--- config.mk ---
export PLATFORM = sky130hd
export DESIGN_NAME = img_stream_sched
export DESIGN_NICKNAME = d
export VERILOG_FILES = /design/src/rtl/img_stream_sched.sv
export SDC_FILE = /design/constraint.sdc
export NUM_CORES = 1
export LEC_CHECK = 0
export CAP_MARGIN = 20
export CORE_ASPECT_RATIO = 1.1
export CORE_MARGIN = 1.5
export CORE_UTILIZATION = 54
export CTS_BUF_LIST = sky130_fd_sc_hd__clkbuf_4
export CTS_CLUSTER_SIZE = 20
export DETAILED_ROUTE_END_ITERATION = 7
export GPL_ROUTABILITY_DRIVEN = 0
export HOLD_SLACK_MARGIN = 0.05
export MAX_ROUTING_LAYER = met4
export PLACE_DENSITY_LB_ADDON = 0.12
export SLEW_MARGIN = 40
export SYNTH_ARGS = -nofsm -noshare
export SYNTH_HDL_FRONTEND = slang
export SYNTH_SLANG_ARGS = --single-unit
--- constraint.sdc ---
create_clock -name clk -period 2.09 [get_ports clk]
set_input_delay 0.418 -clock clk [delete_from_list [all_inputs] [get_ports clk]]
set_output_delay 0.418 -clock clk [all_outputs]
set_load 0.02 [all_outputs]
--- src/rtl/img_stream_sched.sv ---
`default_nettype none
// ============================================================================
// Module   : img_stream_sched
// Purpose  : Raster read/write scheduler for a KWxKW stencil streaming app.
//            Optional stall counter enabled by defining SCHED_STALL_CNT_EN.
// Revision : 1.0 - initial release
// ============================================================================
module img_stream_sched #(
  parameter int IMG_W    = 64,
  parameter int IMG_H    = 64,
  parameter int KW       = 3,
  parameter int PIPE_LAT = 4,
  parameter int CW       = 16
) (
  input  logic          clk,
  input  logic          rst_n,
  input  logic          flush,
  input  logic          start,
  input  logic          src_valid,
  output logic          read_en,
  output logic          write_valid,
  output logic [CW-1:0] out_x,
  output logic [CW-1:0] out_y,
  output logic          busy,
  output logic          done
`ifdef SCHED_STALL_CNT_EN
  ,
  output logic [31:0]   stall_cycles
`endif
);

  localparam logic [CW-1:0] c_in_x_last  = CW'(IMG_W - 1);
  localparam logic [CW-1:0] c_in_y_last  = CW'(IMG_H - 1);
  localparam logic [CW-1:0] c_out_x_last = CW'(IMG_W - KW);
  localparam logic [CW-1:0] c_win_min    = CW'(KW - 1);

  typedef enum logic [1:0] {
    S_IDLE  = 2'd0,
    S_RUN   = 2'd1,
    S_DRAIN = 2'd2,
    S_DONE  = 2'd3
  } state_t;

  state_t                r_state;
  state_t                w_next_state;
  logic                  w_read;
  logic                  w_in_last;
  logic                  w_push;
  logic                  w_start_go;
  logic                  w_shift_en;
  logic [CW-1:0]         r_in_x;
  logic [CW-1:0]         r_in_y;
  logic [CW-1:0]         r_out_x;
  logic [CW-1:0]         r_out_y;
  logic [PIPE_LAT-1:0]   r_vld_sr;

  assign w_in_last  = (r_in_x == c_in_x_last) && (r_in_y == c_in_y_last);
  assign w_start_go = (r_state == S_IDLE) && start && !flush;
  assign w_shift_en = (r_state == S_RUN) || (r_state == S_DRAIN);
  // Only reads whose full stencil window is already available produce an output.
  assign w_push     = w_read && (r_in_x >= c_win_min) && (r_in_y >= c_win_min);

  always_ff @(posedge clk or negedge rst_n) begin
    if (!rst_n) begin
      r_state <= S_IDLE;
    end else begin
      r_state <= w_next_state;
    end
  end

  always_comb begin
    w_next_state = r_state;
    w_read       = 1'b0;
    case (r_state)
      S_IDLE: begin
        if (start) begin
          w_next_state = S_RUN;
        end
      end
      S_RUN: begin
        w_read = src_valid;
        if (src_valid && w_in_last) begin
          w_next_state = S_DRAIN;
        end
      end
      S_DRAIN: begin
        if (r_vld_sr == '0) begin
          w_next_state = S_DONE;
        end
      end
      S_DONE: begin
        w_next_state = S_IDLE;
      end
      default: begin
        w_next_state = S_IDLE;
      end
    endcase
    if (flush) begin
      w_next_state = S_IDLE;
    end
  end

  // Input raster position of the next off-chip read.
  always_ff @(posedge clk or negedge rst_n) begin
    if (!rst_n) begin
      r_in_x <= '0;
      r_in_y <= '0;
    end else if (flush || w_start_go) begin
      r_in_x <= '0;
      r_in_y <= '0;
    end else if (w_read) begin
      if (r_in_x == c_in_x_last) begin
        r_in_x <= '0;
        r_in_y <= r_in_y + CW'(1);
      end else begin
        r_in_x <= r_in_x + CW'(1);
      end
    end
  end

  generate
    if (PIPE_LAT == 1) begin : g_sr_single
      always_ff @(posedge clk or negedge rst_n) begin
        if (!rst_n) begin
          r_vld_sr <= '0;
        end else if (flush || w_start_go) begin
          r_vld_sr <= '0;
        end else if (w_shift_en) begin
          r_vld_sr <= w_push;
        end
      end
    end else begin : g_sr_multi
      always_ff @(posedge clk or negedge rst_n) begin
        if (!rst_n) begin
          r_vld_sr <= '0;
        end else if (flush || w_start_go) begin
          r_vld_sr <= '0;
        end else if (w_shift_en) begin
          r_vld_sr <= {r_vld_sr[PIPE_LAT-2:0], w_push};
        end
      end
    end
  endgenerate

  // Output raster position, advanced once per emitted pixel.
  always_ff @(posedge clk or negedge rst_n) begin
    if (!rst_n) begin
      r_out_x <= '0;
      r_out_y <= '0;
    end else if (flush || w_start_go) begin
      r_out_x <= '0;
      r_out_y <= '0;
    end else if (write_valid) begin
      if (r_out_x == c_out_x_last) begin
        r_out_x <= '0;
        r_out_y <= r_out_y + CW'(1);
      end else begin
        r_out_x <= r_out_x + CW'(1);
      end
    end
  end

`ifdef SCHED_STALL_CNT_EN
  logic [31:0] r_stall_cnt;

  always_ff @(posedge clk or negedge rst_n) begin
    if (!rst_n) begin
      r_stall_cnt <= '0;
    end else if (flush || w_start_go) begin
      r_stall_cnt <= '0;
    end else if ((r_state == S_RUN) && !src_valid && (r_stall_cnt != '1)) begin
      r_stall_cnt <= r_stall_cnt + 32'd1;
    end
  end

  assign stall_cycles = r_stall_cnt;
`endif

  assign read_en     = w_read;
  assign write_valid = r_vld_sr[PIPE_LAT-1];
  assign out_x       = r_out_x;
  assign out_y       = r_out_y;
  assign busy        = w_shift_en;
  assign done        = (r_state == S_DONE);

endmodule
`default_nettype wire

==> impl_metrics.json, run 1 <==
{
  "status": "complete, but fails checks",
  "failed_checks": "negative setup slack",
  "fin_tns_setup_ns": -0.0249,
  "cts_tree": "built",
  "ant_nets": 0,
  "cp.required_ns": 2.45,
  "end_kind": "register",
  "yosys_register_bits": 70,
  "critPathArrivalTime_ns": 2.47,
  "fin_crit_ns": 2.11,
  "diodes": 0,
  "die_x_um": 86.4,
  "route.detailed.drc": 0,
  "gr-total-overflow": 0,
  "h-tree-depth": 3,
  "worstReg2RegEnd": "r_in_x[14]$_DFFE_PN0P_",
  "async_flop_share_pct": 100,
  "vias": 4287,
  "clk_pin_slew_ns": 0.13,
  "rrSetupSlack_ns": -0.02,
  "synth_edf_count": 0,
  "startpoint_type": "register",
  "fin_crit_sh_pct": 101,
  "ff2ff_path_depth": 5,
  "p_per_area_nw_per_um2": 634,
  "num-nets-final": 590,
  "final_common_cell": "buf_4",
  "worst_pin_slew_ns": 0.568,
  "area_growth_pct": 32.9,
  "grt_pass1_vias": 4071,
  "clock_latency_ns": 0.44,
  "synth_area_per_cell_sq_um": 8.98,
  "rsz0062_at_grt": "true",
  "drive_gt1_share_pct": 22.5,
  "firstDrtPassIters": 4,
  "port_buffers": 40,
  "fp.dieH_um": 94.7,
  "synth_cell_types": 51,
  "layout_common_cells": "buf_4, dfrtp_1, nand2_1",
  "hold_path_class": "input pin to asynchronous set/reset pin",
  "criticalPathCategory": "register to register",
  "cts.sinks": 70,
  "clock.fmax_mhz": 473,
  "worstPathMaxFanout": 7,
  "avgRoutedWirePerCell_um": 17.1,
  "maxSlewHeadroom_pct": 62.2,
  "synth_top_area_share_pct": 42.4,
  "wl_met3_um": 569,
  "finalHoldViolCount": 0,
  "synthTopCellsByArea": "dfrtp_1, or4_1, nand2_1",
  "setup_slack_ns": -0.0249,
  "ir_drop_mv": 0.322,
  "rows": 33,
  "drt_iter0_markers": 260,
  "slew_viol_final": 0,
  "grt_pass1_wl_mm": 18.8,
  "setup_viol": 1,
  "clockRootBuffer": "clkbuf_4",
  "yosys_warnings": 0,
  "design.portCount": 41,
  "yosysSeqAreaShare_pct": 42.4,
  "netlist_area_sq_um": 4130,
  "regToRegStartpoint": "r_in_x[5]$_DFFE_PN0P_",
  "highest_layer": "met4",
  "core_area_sq_um": 7430,
  "finalPower_mw": 3.48,
  "wl_mm": 11.4,
  "synth_cells": 460,
  "grt_max_degree": 26,
  "dr_wl_met2_mm": 5.59,
  "grt.total_usage_pct": 29.5,
  "cts_inserted_buffers": 9,
  "syn_nets": 476,
  "cap_violations": 0,
  "dp_hpwl_mm": 7.92,
  "p_leak_nw": 2.20,
  "antenna_found_initial": 0,
  "fin_worst_skew_ns": 0.0166,
  "clock_path_buffers": 2,
  "dieArea_sq_um": 8180,
  "yosys.area.top_type": "dfrtp_1",
  "routedLengthMet1_mm": 4.97,
  "initial_core_util_pct": 55.6,
  "vias_per_cell": 6.44,
  "synth_ff_type": "dfrtp_1"
}
## final cells by class
cell class                 count  area (sq um)
clock buffer                  10          75.1
multi-input combinational    354          2350
timing repair buffer         122          1030
tap                           87           109
sequential                    70          1750
clock inverter                 6           110
fill                         568          1940
inverter                      17          63.8
## worst max-delay path, stage by stage, from the launching register on
cell,delay [ns]
dfrtp_1,0.44
nand4_1,0.28
buf_4,0.23
or3_1,0.35
or4_1,0.53
a21oi_1,0.19
## registers in the layout, summed over array words and instances, names as in the netlist
| name | count |
|---|---|
| r_state | 2 |
| out_x | 16 |
| r_in_x | 16 |
| r_vld_sr | 4 |
| r_in_y | 16 |
| out_y | 16 |
## metrics by stage
step / std cells / hold WS [ns] / worst slack (ns) / utilization, % / cell area, sq um
after global placement: 637 / 0.453 / -0.176 / 69.0 / 5120
after detailed placement: 637 / 0.452 / -0.223 / 69.0 / 5120
final: 666 / 0.479 / -0.0249 / 73.9 / 5490
after CTS: 655 / 0.507 / 0.000893 / 71.9 / 5340
after global routing: 666 / 0.552 / -0.113 / 73.9 / 5490
after floorplan: 460 / 0.122 / 0.0208 / - / 4150
## worst max path at each step
stage	from	endpoint	slack [ns]	cells after the start
floorplan	out_x[1]$_DFFE_PN0P_	out_y[7]$_DFFE_PN0P_	0.02	7
CTS	out_x[1]$_DFFE_PN0P_	out_y[7]$_DFFE_PN0P_	0.0009	7
global placement	src_valid	r_in_y[9]$_DFFE_PN0P_	-0.18	5
detailed placement	src_valid	r_in_y[14]$_DFFE_PN0P_	-0.22	5
global route	r_in_x[5]$_DFFE_PN0P_	r_in_x[14]$_DFFE_PN0P_	-0.11	5
finish	r_in_x[5]$_DFFE_PN0P_	r_in_x[14]$_DFFE_PN0P_	-0.02	5
## synth_stat cells, types with 2 or more instances
master     n
nor2_1    33
or4_4      2
and4_1    11
a211oi_1   3
or2_2      3
o21a_1     2
o41ai_1    9
a22oi_1    2
and2_1     2
o22ai_1    2
nand2b_1  10
o311ai_0  11
or4_1     22
a21oi_1   26
inv_1     16
nor3_1    11
nor4_1    17
xor2_1     3
ha_1      11
nand2_1   43
buf_1      2
nand3_1   30
a31oi_1    2
a31o_2     2
or3_1     10
nand4_1   21
o31ai_1   13
nor2b_1    2
mux2i_1    5
clkbuf_1  16
o21ai_0   12
xnor2_1   12
dfrtp_1   70
and3_1     4
o211ai_1   3
nor4bb_1   2
## cells by family (layout without fill, tap and decap cells)
logic type | Yosys count | after routing | share of synthesized area [%]
AND/OR/NAND/NOR | 228 | 228 | 30.7
multiplexers | 5 | 5 | 1.21
XOR/XNOR | 15 | 15 | 3.18
adder cells (fa/ha/maj) | 11 | 11 | 3.33
flip-flops | 70 | 70 | 42.4
buffers and inverters | 36 | 155 | 3.30
AO/OA/AOI/OAI | 95 | 95 | 15.8
## routing by layer
metal  vias up  GRT usage, %
met4         0          12.9
met5         -             -
li1       2002             -
met2       160          48.6
met1      2094          36.8
met3        31          3.32
## where the power goes
group | total (mW) | switching (mW) | internal, mW
sequential | 1.39 | 0.0157 | 1.38
combinational | 0.945 | 0.547 | 0.398
clock | 1.15 | 0.529 | 0.616
total | 3.48 | 1.09 | 2.39
## what timing repair did
action                                  4_1_cts  5_1_grt
hold endpoints to repair                     21        0
buffers inserted                              1       10
gates cloned                                  0        1
hold buffers                                  1        0
pin swaps                                     3       14
endpoints found under the setup margin        6       23
gates resized for setup                       8       22
No activity file was read; power rests on OpenSTA's default activity.
==> inputs of run 2 (changes only) <==
--- a/config.mk
+++ b/config.mk
@@ -16,7 +16,6 @@
 export HOLD_SLACK_MARGIN = 0.05
 export MAX_ROUTING_LAYER = met4
 export PLACE_DENSITY_LB_ADDON = 0.12
-export SLEW_MARGIN = 40
 export SYNTH_ARGS = -nofsm -noshare
 export SYNTH_HDL_FRONTEND = slang
 export SYNTH_SLANG_ARGS = --single-unit
==> results of run 2 <==
The final DEF is identical to that of run 1; final timing and power are the same.
